<file path="config.mk">
export PLATFORM = sky130hd
export DESIGN_NAME = ymn_sr_serializer
export DESIGN_NICKNAME = d
export VERILOG_FILES = /design/src/rtl/ymn_sr_serializer.sv
export SDC_FILE = /design/constraint.sdc
export NUM_CORES = 1
export LEC_CHECK = 0
export BUFFER_PORTS_ARGS = -buffer_cell sky130_fd_sc_hd__buf_2
export CAP_MARGIN = 0
export CORE_MARGIN = 4
export CORE_UTILIZATION = 45
export CTS_BUF_LIST = sky130_fd_sc_hd__clkbuf_4
export CTS_CLUSTER_DIAMETER = 50
export CTS_CLUSTER_SIZE = 24
export DETAILED_ROUTE_END_ITERATION = 10
export GPL_ROUTABILITY_DRIVEN = 0
export PLACE_DENSITY = 0.61
export SLEW_MARGIN = 25
export SYNTH_ARGS = -nofsm -noshare
export SYNTH_HDL_FRONTEND = slang
export SYNTH_SLANG_ARGS = --single-unit
</file>
<file path="constraint.sdc">
create_clock -name MCLK -period 2.45 [get_ports MCLK]
set_clock_uncertainty 0.05 [all_clocks]
set_input_delay 0.245 -clock MCLK [delete_from_list [all_inputs] [get_ports MCLK]]
set_output_delay 0.245 -clock MCLK [all_outputs]
set_load 0.005 [all_outputs]
</file>
<file path="src/rtl/ymn_sr_serializer.sv">
// Parallel-in, serial-out transmitter driving a c1/c2 serial-in chain; bits change on c2 and are captured on c1.
// Optional YMN_SR_SERIALIZER_STREAM_EN: a word queued during the last bit follows it with no idle bit period.
module ymn_sr_serializer #(
   parameter int DATA_WIDTH = 8,
   parameter int PHASE_DIV  = 2,
   parameter bit MSB_FIRST  = 1'b1
) (
   input  logic                  MCLK,
   input  logic                  MRESET_n,
   input  logic                  load_valid,
   input  logic [DATA_WIDTH-1:0] load_data,
   output logic                  load_ready,
   output logic                  c1,
   output logic                  c2,
   output logic                  sout,
   output logic                  busy,
   output logic                  done
);
   localparam int PH_W  = $clog2(2 * PHASE_DIV);
   localparam int CNT_W = $clog2(DATA_WIDTH + 1);
   localparam logic [PH_W-1:0]  PH_LAST  = PH_W'(2 * PHASE_DIV - 1);
   localparam logic [PH_W-1:0]  PH_MID   = PH_W'(PHASE_DIV - 1);
   localparam logic [CNT_W-1:0] CNT_FULL = CNT_W'(DATA_WIDTH);
`ifdef YMN_SR_SERIALIZER_STREAM_EN
   localparam logic [CNT_W-1:0] CNT_LAST = CNT_W'(DATA_WIDTH - 1);
`endif

   typedef enum logic [1:0] {S_IDLE, S_ARM, S_SHIFT} state_t;

   state_t                state_q;
   logic [PH_W-1:0]       ph_q, ph_d;
   logic                  c1_q, c2_q, sout_q, busy_q, done_q, load_ready_q;
   logic [DATA_WIDTH-1:0] sreg_q;
   logic [CNT_W-1:0]      cnt_q;
   logic                  accept;
`ifdef YMN_SR_SERIALIZER_STREAM_EN
   logic                  pend_q;
`endif

   function automatic logic head_bit(input logic [DATA_WIDTH-1:0] w);
      return MSB_FIRST ? w[DATA_WIDTH-1] : w[0];
   endfunction

   function automatic logic [DATA_WIDTH-1:0] shift_out(input logic [DATA_WIDTH-1:0] w);
      return MSB_FIRST ? {w[DATA_WIDTH-2:0], 1'b0} : {1'b0, w[DATA_WIDTH-1:1]};
   endfunction

   assign accept     = load_valid && load_ready_q;
   assign load_ready = load_ready_q;
   assign c1         = c1_q;
   assign c2         = c2_q;
   assign sout       = sout_q;
   assign busy       = busy_q;
   assign done       = done_q;

   always_comb begin
      ph_d = (ph_q == PH_LAST) ? '0 : ph_q + PH_W'(1);
   end

   // Free-running phase generator; c2 leads c1 by half a bit period.
   always_ff @(posedge MCLK or negedge MRESET_n) begin
      if (!MRESET_n) begin
         ph_q <= '0;
         c1_q <= 1'b0;
         c2_q <= 1'b0;
      end else begin
         ph_q <= ph_d;
         c1_q <= (ph_q == PH_LAST);
         c2_q <= (ph_q == PH_MID);
      end
   end

   always_ff @(posedge MCLK or negedge MRESET_n) begin
      if (!MRESET_n) begin
         state_q      <= S_IDLE;
         sreg_q       <= '0;
         cnt_q        <= '0;
         sout_q       <= 1'b0;
         busy_q       <= 1'b0;
         done_q       <= 1'b0;
         load_ready_q <= 1'b0;
`ifdef YMN_SR_SERIALIZER_STREAM_EN
         pend_q       <= 1'b0;
`endif
      end else begin
         done_q <= 1'b0;
         case (state_q)
            S_IDLE: begin
               load_ready_q <= 1'b1;
               busy_q       <= 1'b0;
               sout_q       <= 1'b0;
               if (accept) begin
                  sreg_q       <= load_data;
                  cnt_q        <= '0;
                  state_q      <= S_ARM;
                  load_ready_q <= 1'b0;
                  busy_q       <= 1'b1;
               end
            end
            S_ARM: begin
               if (c2_q) begin
                  sout_q  <= head_bit(sreg_q);
                  sreg_q  <= shift_out(sreg_q);
                  cnt_q   <= CNT_W'(1);
                  state_q <= S_SHIFT;
               end
            end
            S_SHIFT: begin
               if (c2_q) begin
                  if (cnt_q != CNT_FULL) begin
                     sout_q <= head_bit(sreg_q);
                     sreg_q <= shift_out(sreg_q);
                     cnt_q  <= cnt_q + CNT_W'(1);
`ifdef YMN_SR_SERIALIZER_STREAM_EN
                     if (cnt_q == CNT_LAST) load_ready_q <= 1'b1;
`endif
                  end else begin
                     done_q <= 1'b1;
`ifdef YMN_SR_SERIALIZER_STREAM_EN
                     // A word offered on this very edge takes priority; otherwise use the queued one.
                     if (accept) begin
                        sout_q       <= head_bit(load_data);
                        sreg_q       <= shift_out(load_data);
                        cnt_q        <= CNT_W'(1);
                        load_ready_q <= 1'b0;
                     end else if (pend_q) begin
                        sout_q <= head_bit(sreg_q);
                        sreg_q <= shift_out(sreg_q);
                        cnt_q  <= CNT_W'(1);
                        pend_q <= 1'b0;
                     end else begin
                        sout_q       <= 1'b0;
                        busy_q       <= 1'b0;
                        load_ready_q <= 1'b1;
                        state_q      <= S_IDLE;
                     end
`else
                     sout_q       <= 1'b0;
                     busy_q       <= 1'b0;
                     load_ready_q <= 1'b1;
                     state_q      <= S_IDLE;
`endif
                  end
               end
`ifdef YMN_SR_SERIALIZER_STREAM_EN
               else if (accept) begin
                  sreg_q       <= load_data;
                  pend_q       <= 1'b1;
                  load_ready_q <= 1'b0;
               end
`endif
            end
            default: state_q <= S_IDLE;
         endcase
      end
   end

endmodule

</file>
# After elaboration in Yosys (flattened, before gate mapping)

Cells that the tools add are included.

Register bits after elaboration: 22
Input bits: 11
Logic and storage cells: 61
Output and inout port bits: 6

Eq/ne operators: 10
$add $sub $neg: 2
Reduce and logical (&&, ||, !) cells: 8
Mux-type cells: 31

Operators by type and width:

| operator                                                               | count |
|---|---|
| 8-bit two-way mux                                                      | 4 |
| 8-bit one-hot mux with 3 select lines                                  | 1 |
| 4-bit two-way mux                                                      | 4 |
| 1-bit two-way mux                                                      | 12 |
| 4-bit one-hot mux with 3 select lines                                  | 1 |
| 2-bit two-way mux                                                      | 5 |
| 2-bit != test (second input constant)                                  | 5 |
| 2-bit one-hot mux with 3 select lines                                  | 1 |
| 3-bit AND reduction                                                    | 2 |
| 5-bit AND reduction                                                    | 1 |
| 4-bit by 1-bit adder with 4-bit output (second input constant)         | 1 |
| 2-bit by 1-bit equality test with 1-bit output (second input constant) | 2 |
| 2-bit equality test (second input constant)                            | 2 |
| 4-bit != test (second input constant)                                  | 1 |
| 1-bit one-hot mux with 2 select lines                                  | 2 |
| 4-bit AND reduction                                                    | 1 |
| 1-bit one-hot mux with 3 select lines                                  | 1 |
| 3-bit nonzero test                                                     | 1 |
| 2-bit by 1-bit adder with 2-bit output (second input constant)         | 1 |
| 2-bit logical NOT                                                      | 1 |
| 2-bit nonzero test                                                     | 1 |
| 1-bit logical AND                                                      | 1 |

# Longest topological paths before layout

Word-level depth: 4
Depth in mapped cells: 8
Depth with buffers taken out: 6

# Worst setup path after synthesis

Ideal clock, no wire load.

Path kind: register to register
Start point: register state_q[0]
End point: register cnt_q[0]
Cell stages (with the launch flop): 8
Setup time: 0.126 ns
Path buffers: 2
Arrival: 1.724 ns
Clock period less this slack: 1.901 ns
Required time: 2.274 ns
Slack: 0.549 ns
Cells stage by stage: dfrtp_1 -> inv_1 -> ha_1 -> buf_6 -> o21ba_4 -> a2111oi_4 -> buf_4 -> o21ai_0

Word-level cells in the longest chain between the ends: 3
Elaborated cells on any way between the ends: 10
Classes of those cells: eq/ne (6); mux (1); reduce/logical (3)

Ends and longest elaborated chain:

| element                                                       | RTL line | RTL |
|---|---|---|
| start: declaration                                            | 30       | `state_t state_q;` |
| start signal: assignment                                      | 75       | `state_q <= S_IDLE;` |
| start signal: assignment                                      | 95       | `state_q <= S_ARM;` |
| start signal: assignment                                      | 105      | `state_q <= S_SHIFT;` |
| 2-bit equality test (tied with other cells)                   | 87       | `case (state_q)` |
| 2-bit != test (no line) or 3-bit nonzero test (tied branches) | --       |  |
| 5-bit AND reduction (no line)                                 | --       |  |
| end signal: assignment                                        | 113      | `cnt_q <= cnt_q + CNT_W'(1);` |
| end: declaration                                              | 34       | `logic [CNT_W-1:0] cnt_q;` |

Several ways; a longest one is shown, not always the timed one.
A chain may end at the register's enable or synchronous reset.

# Worst setup path after layout

Start point: register state_q[0]
End point: register cnt_q[1]

Same word-level chain as after synthesis.

==> impl_metrics.yaml <==
status:
  status: "finished, final reports clean"
timing:
  finalHoldViolations: 0
  slew_headroom: 0.6225
  worstMarginPinSlew_ns: 0.5662
  fin_setup_tns_ns: 0
  setup_viol: 0
  max_freq_mhz: 461.5
  rsz0062_at_grt: "false"
  period_minus_slack_ns: 2.167
  fin_crit_sh: 0.8844
  finalMaxSlewViolations: 0
clock_tree:
  cts_tree: "done"
  cts-htree-levels: 1
  cts_root_buffer: "clkbuf_4"
  cts_num_sinks: 22
  clockBufferDepth: 2
  post_cts_buffers: 0
  post_cts_resized: 0
  cts_buffers: 3
  clk_latency_ns: 0.31
  path_clk_slew_ns: 0.12
power:
  powerDensity_mw_per_mm2: 1223
  design_power_total_uw: 1624
  leakagePower_uw: 0.0006203
  vdd_drop_max_mv: 0.6844
run:
  max-cap-violations: 0
hold_path:
  hp-class: "input pin to flop"
  hold_start: "load_valid"
  min_delay_path_depth: 2
  whs_endpoint: "load_ready"
worst_setup_path:
  worst-path-buf-inv: 2
  rrSetupSlack_ns: 0.28
  reg2reg_from: "state_q[0]"
  worstPathRequired_ns: 2.64
  slowest_stage: "dfrtp_1"
  cp-end-kind: "flop"
  reg2reg_to: "cnt_q[1]"
  start_kind: "flop"
  critical_path_class: "flop to flop"
  critical_path.max_stage_delay_ns: 0.42
  critPathTopFamily: "compound AO/OA/AOI/OAI gates"
  worstPathCellList: "inv_1 > ha_1 > o21ba_4 > a2111oi_4 > buf_4 > nand4_1 > o21ai_1"
  path_max_fanout: 20
  arrival_ns: 2.36
  r2r_cells: 7
detailed_routing:
  ant_nets: 0
  routed_wl_um: 1992
  routedWlPerCell_um: 13.02
  drtIter0Drc: 6
  vias_per_cell: 5.118
  vias: 783
  drtPass1Iterations: 4
  drc: 0
synthesis:
  yosys.area_share.simple: 0.1117
  synth.area.mux_share: 0.05957
  synth-seq-cells: 22
  synth_top_family_by_area: "compound AO/OA/AOI/OAI gates"
  synth_compound_gate_area_share: 0.1915
  syn-instance-count: 105
  syn_avg_cell_area_um2: 11.20
  synth_cell_types: 29
  synthesis.nets: 127
  synth_xor_xnor_area_share: 0
  synth_warnings: 0
  syn_area_mm2: 0.001176
  synthAdderAreaFrac: 0.1170
  seq_area_frac_synth: 0.4681
finish:
  mostFrequentLayoutCells: "dfrtp_1 (22), buf_2 (16), ha_1 (11)"
  nNetsFinal: 146
  area_delta_synth_final_pct: 12.98
  ff_latch_area_um2: 550.5
  nFillCells: 240
  post_route_cells_drive_above_1_share: 0.2439
  fin_area_mm2: 0.001329
  final_common_cell: "dfrtp_1"
  diodes: 0
  multi_input_area_um2: 564.3
floorplanning:
  rows: 18
  die_area_mm2: 0.003496
  start_util: 0.4747
  fp.coreArea_mm2: 0.002477
  ios: 17
  die_x_um: 59.13
  die_h_um: 59.13
global_routing:
  grt_pass1_vias: 806
  grt_pass1_wl_um: 3629
  gr-total-overflow: 0
  grt_max_degree: 23
  antenna_found_initial: 0
  grt_usage: 0.1363
placement:
  dp_hpwl_um: 1467
  postPlaceCellArea_mm2: 0.001266
  numPortBuffers: 16
## logic make-up (layout without fill, tap and decap cells)
kind of cell / after synthesis / count (layout)
flops: 22 / 22
compound gates: 28 / 28
mux: 7 / 7
buf+inv: 11 / 29
fa+ha+maj: 11 / 11
simple gates: 26 / 26
## cell usage after synthesis
cell type,count,area (um2)
dfrtp_1,22,550.5
ha_1,11,137.6
nor2_1,8,30.03
o21ai_0,8,40.04
a21oi_2,7,61.31
inv_1,7,26.28
mux2i_1,7,70.07
nand2_1,5,18.77
nand3_1,3,15.01
a31oi_1,2,12.51
and3_1,2,12.51
buf_6,2,22.52
nand2b_1,2,12.51
nand3b_1,2,15.01
nor2b_1,2,12.51
o2bb2ai_1,2,17.52
a2111oi_4,1,27.53
a211oi_1,1,7.510
a21boi_0,1,7.510
a21o_1,1,7.510
a21oi_1,1,5.000
a311oi_1,1,8.760
and3b_1,1,8.760
buf_2,1,5.000
buf_4,1,7.510
nand4_1,1,6.260
o21ai_1,1,5.000
o21ba_4,1,16.27
o41ai_1,1,8.760
## cell type report
type,instances,share of cell area
Clock inverter,1,0.02260
Inverter,7,0.01977
Timing Repair Buffer,18,0.07345
Tap cell,30,0.02825
Clock buffer,3,0.01695
Sequential cell,22,0.4143
Multi-Input combinational cell,72,0.4247
## sequential cells by signal (all words and copies together) (netlist names), 2 cells and up
signal   flops
ph_q         2
cnt_q        4
sreg_q       8
state_q      2
## report_power, final
| group | internal (uW) | total (uW) | leakage [uW] | switching [uW] |
|---|---|---|---|---|
| Sequential | 477 | 548 | 0.000273 | 70.8 |
| Clock | 165 | 275 | 0.0000279 | 109 |
| Combinational | 344 | 802 | 0.000319 | 458 |
## metrics by stage
step	cells	hold WS, ns	utilization	worst slack, ns
after CTS	153	0.08292	0.5364	0.2764
final	153	0.09473	0.5364	0.2833
after floorplan	105	-0.1006	-	0.5494
after global routing	153	0.08690	0.5364	0.1289
after detailed placement	148	0.1937	0.5111	0.3244
after global placement	148	0.1881	0.5111	0.3857
## routing by layer
| layer | vias up | routed length, um | track usage |
|---|---|---|---|
| met2 | 10 | 991 | 0.2271 |
| li1 | 404 | - | - |
| met3 | 2 | 81 | 0.04139 |
| met1 | 367 | 898 | 0.1703 |
| met4 | 0 | 21 | 0.03883 |
| met5 | - | 0 | 0 |
## what timing repair did
| item | in CTS | in global routing |
|---|---|---|
| hold endpoints to repair | 22 | 0 |
| hold buffers | 1 | 0 |
| endpoints found under the setup margin | 0 | 0 |
## worst max path at each step
stage	cells past startpoint	from	slack, ns	endpoint
2_1_floorplan	7	state_q[0]	0.55	cnt_q[0]
3_3_place_gp	7	state_q[0]	0.39	cnt_q[1]
3_5_place_dp	7	state_q[0]	0.32	cnt_q[1]
4_1_cts	7	state_q[0]	0.28	cnt_q[1]
5_1_grt	7	state_q[0]	0.13	cnt_q[1]
6_report	7	state_q[0]	0.28	cnt_q[1]
(Power assumes the default switching activity.)
